**src/rtl/ct_ebiu_cawt_ctrl.sv**
```systemverilog
// rtl/ct_ebiu_cawt_ctrl.sv - CA write table allocation/retire controller with sync drain FSM
module ct_ebiu_cawt_ctrl #(
  parameter int ENTRY_NUM = 8,
  parameter int IDW       = 3
) (
  input  logic                 cawt_ctrl_clk,
  input  logic                 cpurst_b,
  input  logic                 vb_cawt_create_req,
  input  logic [ENTRY_NUM-1:0] ca_wr_addr_hit_vec,
  input  logic [ENTRY_NUM-1:0] cawt_vld_vec,
  output logic                 cawt_create_gnt,
  output logic [IDW-1:0]       cawt_create_id,
  output logic [ENTRY_NUM-1:0] cawt_create_en_vec,
  output logic [ENTRY_NUM-1:0] cawt_create_dp_en_vec,
  input  logic                 pad_ebiu_bvalid,
  input  logic [IDW-1:0]       pad_ebiu_bid,
  output logic                 ebiu_pad_bready,
  output logic [ENTRY_NUM-1:0] cawt_pop_en_vec,
  output logic [IDW:0]         cawt_cnt,
  output logic                 cawt_full,
  output logic                 cawt_empty,
  input  logic                 ciu_cawt_sync_req,
  output logic                 cawt_ciu_sync_ack,
  output logic                 cawt_bid_err
);

  typedef enum logic [1:0] {ST_IDLE, ST_DRAIN, ST_ACK, ST_WAIT} state_t;

  localparam logic [IDW:0] CNT_MAX = (IDW+1)'(ENTRY_NUM);

  state_t         state_q, state_d;
  logic [IDW:0]   cnt_q, cnt_d;
  logic           err_q, err_d;
  logic           free_vld;
  logic [IDW-1:0] free_id;
  logic           pop_vld;

  // Lowest-index free entry; scanning from the top lets the lowest index win
  always_comb begin
    free_vld = 1'b0;
    free_id  = '0;
    for (int i = ENTRY_NUM - 1; i >= 0; i--) begin
      if (!cawt_vld_vec[i]) begin
        free_vld = 1'b1;
        free_id  = IDW'(i);
      end
    end
  end

  // Grant/pop strobes, occupancy count, sticky bid error and drain FSM next state
  always_comb begin
    state_d               = state_q;
    cnt_d                 = cnt_q;
    err_d                 = err_q;
    cawt_create_gnt       = 1'b0;
    cawt_create_id        = '0;
    cawt_create_en_vec    = '0;
    cawt_create_dp_en_vec = '0;
    cawt_pop_en_vec       = '0;
    cawt_ciu_sync_ack     = 1'b0;

    // Index-hit stall keeps same-index CA accesses ordered behind the outstanding one
    cawt_create_gnt = vb_cawt_create_req & (state_q != ST_DRAIN) & free_vld
                    & ~|ca_wr_addr_hit_vec;
    if (cawt_create_gnt) begin
      cawt_create_id        = free_id;
      cawt_create_en_vec    = ENTRY_NUM'(1) << free_id;
      cawt_create_dp_en_vec = ENTRY_NUM'(1) << free_id;
    end

    // bready is tied high, so every bvalid is a handshake; unknown entries only flag an error
    pop_vld = pad_ebiu_bvalid & cawt_vld_vec[pad_ebiu_bid];
    if (pop_vld) begin
      cawt_pop_en_vec = ENTRY_NUM'(1) << pad_ebiu_bid;
    end
    if (pad_ebiu_bvalid && !cawt_vld_vec[pad_ebiu_bid]) begin
      err_d = 1'b1;
    end

    case ({cawt_create_gnt, pop_vld})
      2'b10:   if (cnt_q != CNT_MAX) cnt_d = cnt_q + 1'b1;
      2'b01:   if (cnt_q != '0)      cnt_d = cnt_q - 1'b1;
      default: cnt_d = cnt_q;
    endcase

    case (state_q)
      ST_IDLE:  if (ciu_cawt_sync_req) state_d = ST_DRAIN;
      ST_DRAIN: if (cnt_q == '0 && !pop_vld) state_d = ST_ACK;
      ST_ACK: begin
        cawt_ciu_sync_ack = 1'b1;
        state_d           = ST_WAIT;
      end
      ST_WAIT:  if (!ciu_cawt_sync_req) state_d = ST_IDLE;
      default:  state_d = ST_IDLE;
    endcase
  end

  // Control state registers
  always_ff @(posedge cawt_ctrl_clk or negedge cpurst_b) begin
    if (!cpurst_b) begin
      state_q <= ST_IDLE;
      cnt_q   <= '0;
      err_q   <= 1'b0;
    end else begin
      state_q <= state_d;
      cnt_q   <= cnt_d;
      err_q   <= err_d;
    end
  end

  assign ebiu_pad_bready = 1'b1;
  assign cawt_cnt        = cnt_q;
  assign cawt_full       = (cnt_q == CNT_MAX);
  assign cawt_empty      = (cnt_q == '0);
  assign cawt_bid_err    = err_q;

  // The count must never be asked to move past either end
  a_cnt_no_overflow: assert property (@(posedge cawt_ctrl_clk) disable iff (!cpurst_b)
    !(cawt_create_gnt && !pop_vld && cnt_q == CNT_MAX));
  a_cnt_no_underflow: assert property (@(posedge cawt_ctrl_clk) disable iff (!cpurst_b)
    !(pop_vld && !cawt_create_gnt && cnt_q == '0));

endmodule
```
**config.mk**
```make
export PLATFORM = sky130hd
export DESIGN_NAME = ct_ebiu_cawt_ctrl
export DESIGN_NICKNAME = d
export VERILOG_FILES = /design/src/rtl/ct_ebiu_cawt_ctrl.sv
export SDC_FILE = /design/constraint.sdc
export NUM_CORES = 1
export LEC_CHECK = 0
export BUFFER_PORTS_ARGS = -buffer_cell sky130_fd_sc_hd__buf_2
export CORE_MARGIN = 3
export CORE_UTILIZATION = 46
export CTS_CLUSTER_DIAMETER = 50
export DETAILED_ROUTE_END_ITERATION = 16
export GPL_ROUTABILITY_DRIVEN = 0
export PLACE_DENSITY = 0.95
export SYNTH_ARGS = -nofsm -noshare
export SYNTH_HDL_FRONTEND = slang
export SYNTH_SLANG_ARGS = --single-unit
```
**constraint.sdc**
```tcl
create_clock -name cawt_ctrl_clk -period 4.3 [get_ports cawt_ctrl_clk]
set_input_delay 0.86 -clock cawt_ctrl_clk [delete_from_list [all_inputs] [get_ports cawt_ctrl_clk]]
set_output_delay 0.86 -clock cawt_ctrl_clk [all_outputs]
set_load 0.05 [all_outputs]
```
# Yosys cells after proc, flatten, opt, wreduce, memory -nomap -nowiden
# Index checks and enable logic that the tools add are counted.
# Widths: inputs -> output; s select.
[totals]
word_cells = 66
ff_bits = 7
[op_classes]
n_addsub = 2
n_mux = 29
bitwise_logic = 4
n_eq_ne = 13
n_shift = 2
reduce_logical = 12
n_lt_le_gt_ge = 1
[ops]
columns = ["op", "count"]
rows = [
  ["$mux 3", 9],
  ["$mux 8", 2],
  ["$shl 1x3->8 const A", 2],
  ["$mux 1", 10],
  ["$ne 2x2->1 const B", 5],
  ["$mux 4", 2],
  ["$pmux 2 s4", 1],
  ["$pmux 4 s2", 1],
  ["$reduce_or 8->1", 1],
  ["$eq 2x2->1 const B", 3],
  ["$mux 2", 3],
  ["$reduce_and 3->1", 2],
  ["$add 4x1->4 const B", 1],
  ["$and 1x1->1", 4],
  ["$eq 2x1->1 const B", 2],
  ["$eq 4x4->1 const B", 1],
  ["$logic_not 4->1", 1],
  ["$lt 3x4->1 const B", 1],
  ["$ne 4x4->1 const B", 1],
  ["$reduce_bool 4->1", 1],
  ["$sub 4x1->4 const B", 1],
  ["$bmux 1 s3", 1],
  ["$logic_not 1->1", 3],
  ["$logic_and 1x1->1", 2],
  ["3 further kinds", 3],
]

# Logic depth before layout (Yosys ltp)
[depth]
ltp_word = 13
ltp_mapped = 12
depth_no_buf = 12

# Worst setup path before layout
# OpenSTA, ideal clock, no wires.
[synth_timing]
path_kind = "input -> output"
startpoint = "in ca_wr_addr_hit_vec[3]"
endpoint = "out cawt_create_en_vec[4]"
required_time_ns = 3.440
n_path_buf = 1
path_slack_ns = 0.052
arrival_time_ns = 3.388
path_stages = 6
cell_sequence = "nor4_1 > nand3_1 > nor3b_2 > nand2_1 > nor2b_1 > buf_4"
[synth_between]
elab_chain_cells = 4
[synth_rtl]
columns = ["element", "line", "text"]
rows = [
  ["start, declared", "9", "input logic [ENTRY_NUM-1:0] ca_wr_addr_hit_vec,"],
  ["$reduce_or 8->1", "64", "& ~|ca_wr_addr_hit_vec;"],
  ["$logic_not 1->1", "64", ""],
  ["$and 1x1->1", "64", ""],
  ["$mux 8", "n/a", ""],
  ["end, declared", "13", "output logic [ENTRY_NUM-1:0] cawt_create_en_vec,"],
]
# Every way passes these cells.

# Worst setup path after layout
[layout_timing]
startpoint = "reg state_q[1]"
endpoint = "out cawt_create_en_vec[6]"
[layout_between]
elab_chain_cells = 5
[layout_rtl]
columns = ["element", "line", "text"]
rows = [
  ["start, declared", "31", "state_t state_q, state_d;"],
  ["start signal, assigned", "105", "state_q <= state_d;"],
  ["$ne 2x1->1", "63", "cawt_create_gnt = vb_cawt_create_req & (state_q != ST_DRAIN) & free_vld"],
  ["$and 1x1->1 (2 in series)", "63", ""],
  ["$and 1x1->1", "64", ""],
  ["$mux 8", "65", "if (cawt_create_gnt) begin"],
]
# Every way passes these cells.

==> key figures <==
Job
  • Max-Cap Viols: 0

Global routing
  • Global-route wire length before repair: 4020 microns
  • Vias in the first global route: just under 1k
  • Antenna violations before repair: 0
  • Total Routing Usage GR: 19.0%
  • Overflow after GRT: 0
  • Pin count of the biggest net entering global routing: 15

CTS
  • Root Driver: clkbuf_4
  • Reg clk slew, reported paths: ~0.05 ns
  • Clock Sinks: 7
  • Htree depth: 1
  • Post-CTS setup buffer count: 0
  • Cts bufs inserted: 3
  • Clk_lat worst skew: between 0.2 and 0.3 ns
  • CTS tree: yes
  • CTS hold repair buffers: 0
  • Clock Path Buffers: 2
  • Gates resized, CTS repair: 0

Power
  • Peak supply drop: ~0.37 mV
  • Overall Power: between 0.5 and 0.6 mW
  • Switching share of total power: ~55%
  • Internal power: 0.262 mW
  • Seq pwr share: between 20% and 30%
  • Power Density: 463 mW/mm^2
  • Clock power frac: about a tenth
  • Leakage: about 0.7 nW
  • Net Switching: about 0.32 mW
  • Combinational power share: ~65%

Synth
  • Area of the mapped netlist: ~980 sq um
  • Sequential-to-total area share from yosys stat: about 18%
  • #FFs+latches synth: 7
  • Ys async rst share: 100%
  • Cell count after synthesis: approximately 120
  • EDFF count, synth: 0
  • Post-Syn Area per Cell: 7.98 sq um
  • Top_reg_cell synth: dfrtp_1
  • Syn Nets: about 160
  • Yosys warning count: 0
  • Distinct cells, synth: just over 40

Timing
  • Clock skew: between 0.004 and 0.005 ns
  • Final Cycle Share: about 75%
  • Period minus WS final: 3.24 ns
  • RSZ-0062 raised after global routing: false
  • Fin. max-slew vios: 0
  • Final setup viols: 0
  • Final Hold Viols: 0
  • Hold slack: 0.428 ns
  • Max Fclk: 0.309 GHz
  • TNS Setup: 0 ns

Floorplanning
  • Initial Util: 49.5%
  • Die H: roughly 52 microns
  • Die X: approximately 52 microns
  • Core Rows: 16
  • # IOs: just over 60
  • Die area: 0.00272 sq mm
  • Core Footprint: 0.00198 sq mm

Status
  • Status: finished clean

Drt
  • Initial DRC count: 21
  • Antenna Nets Post-Route: 0
  • Total number of vias: between 1k and 1.5k
  • Vias per cell: slightly above 5
  • Drt drc: 0
  • Router iterations before antenna repair: 4
  • Total routed wirelength: 2430 microns
  • DR WL/cell: between 10 and 15 microns

Setup path
  • CP Class: reg -> out
  • Data required time of the worst path: around 3.4 ns
  • Crit path launch: state_q[1]
  • CP max FO: 5
  • Worst setup EP type: output pin
  • FF-to-FF Start: state_q[1]
  • Data arrival, critical path: around 2.4 ns
  • Nature of the critical path startpoint: register

Place
  • Detailed placement HPWL: 2040 microns
  • I/O Buffers: 59

Final layout
  • Commonest non-fill, non-tap cell in the layout: buf_2
  • Diode count: 0
  • Most frequent cells in the layout: 59 x buf_2, 15 x nor2_1, 11 x nand2_1, 8 x ha_1
  • Area delta synth->final: 28.1%
  • Share of layout cells above drive strength 1: between 40% and 50%
  • Fillers: approximately 170
  • Nets: approximately 210

Min path
  • Worst Hold Class: in -> async
[cell usage after synthesis (2+ instances only)]
| library cell | instances | area (sq um) |
|---|---|---|
| a21oi_1 | 5 | 25.0 |
| and2b_2 | 2 | 17.5 |
| and3_2 | 4 | 30.0 |
| buf_4 | 10 | 75.1 |
| dfrtp_1 | 7 | 175 |
| ha_1 | 8 | 100 |
| inv_1 | 7 | 26.3 |
| mux2_2 | 2 | 22.5 |
| mux2i_1 | 2 | 20.0 |
| nand2_1 | 11 | 41.3 |
| nand3_1 | 6 | 30.0 |
| nand4_1 | 3 | 18.8 |
| nor2_1 | 15 | 56.3 |
| nor2b_1 | 2 | 12.5 |
| nor3_1 | 2 | 10.0 |
| nor3b_1 | 3 | 22.5 |
| nor4_1 | 2 | 12.5 |
| o211ai_1 | 3 | 22.5 |
| o21ai_0 | 4 | 20.0 |
| xnor2_1 | 3 | 26.3 |
| xor2_1 | 2 | 17.5 |
[cell type report]
cell class / count / area [sq um] / share of cell area, %
clock buffers: 4 / 26.3 / 2.09
inverters: 8 / 35.0 / 2.79
multi-input cells: 97 / 691 / 55.0
flip-flops and latches: 7 / 175 / 13.9
well taps: 27 / 33.8 / 2.69
repair buffers: 59 / 295 / 23.5
[registers in the layout, summed over array words and instances, names as in the netlist]
signal        flops
cawt_cnt          4
state_q           2
cawt_bid_err      1
[kinds of logic (layout without fill, tap and decap cells)]
logic type | after synthesis | after routing | synth area share (%)
buffers and inverters | 19 | 71 | 11.7
xor gates and xnor gates | 5 | 5 | 4.47
and+or+nand+nor | 60 | 60 | 36.2
adders and majority gates | 8 | 8 | 10.2
muxes | 4 | 4 | 4.34
AOI/OAI and AO/OA | 19 | 19 | 14.8
other | 1 | 1 | 0.382
DFF | 7 | 7 | 17.9
[layer usage]
metal / vias up / global-route usage [%] / share of wire (%)
li1: 526 / - / -
met1: 470 / 23.6 / 44
met2: 29 / 33.9 / 51
met3: 2 / 1.14 / 4.3
met4: 0 / 7.66 / 0.70
met5: - / 0 / 0
[critical path, stage by stage, from the launching register on]
cell      delay (ns)
dfrtp_1         0.39
inv_1           0.10
ha_1            0.25
nor4b_2         0.35
nand3_1         0.20
nor3b_2         0.28
nand2b_1        0.13
nor2_1          0.15
buf_2           0.29
[path summary, 6_finish.rpt]
| path | endpoint | slack, ns | cells after the start |
|---|---|---|---|
| max in group asynchronous | cawt_cnt[1] | 3.72 | 1 |
| worst min register to register | cawt_bid_err | 0.47 | 1 |
| worst min-delay path | cawt_bid_err | 0.43 | 1 |
| worst max register to register | cawt_cnt[3] | 1.29 | 10 |
| min in group cawt_ctrl_clk | cawt_bid_err | 0.47 | 1 |
| worst max-delay path | cawt_create_en_vec[6] | 1.06 | 8 |
[through the flow]
stage	cell area, sq um	worst slack [ns]	utilization [%]	std cells
3_5_place_dp	1230	1.04	62.1	198
3_3_place_gp	1230	1.17	62.1	198
5_1_grt	1260	0.811	63.4	202
6_report	1260	1.06	63.4	202
4_1_cts	1260	1.08	63.4	202
2_1_floorplan	981	0.0523	-	123
[power by group through the flow]
stage / logic [mW] / registers (mW) / clock network, mW
after global placement: 0.361 / 0.141 / 0
final: 0.376 / 0.146 / 0.0594
after global routing: 0.412 / 0.154 / 0.0663
after detailed placement: 0.376 / 0.146 / 0
after CTS: 0.378 / 0.145 / 0.0625
after floorplan: 0.241 / 0.195 / 0
No activity file was read; power rests on OpenSTA's default activity.
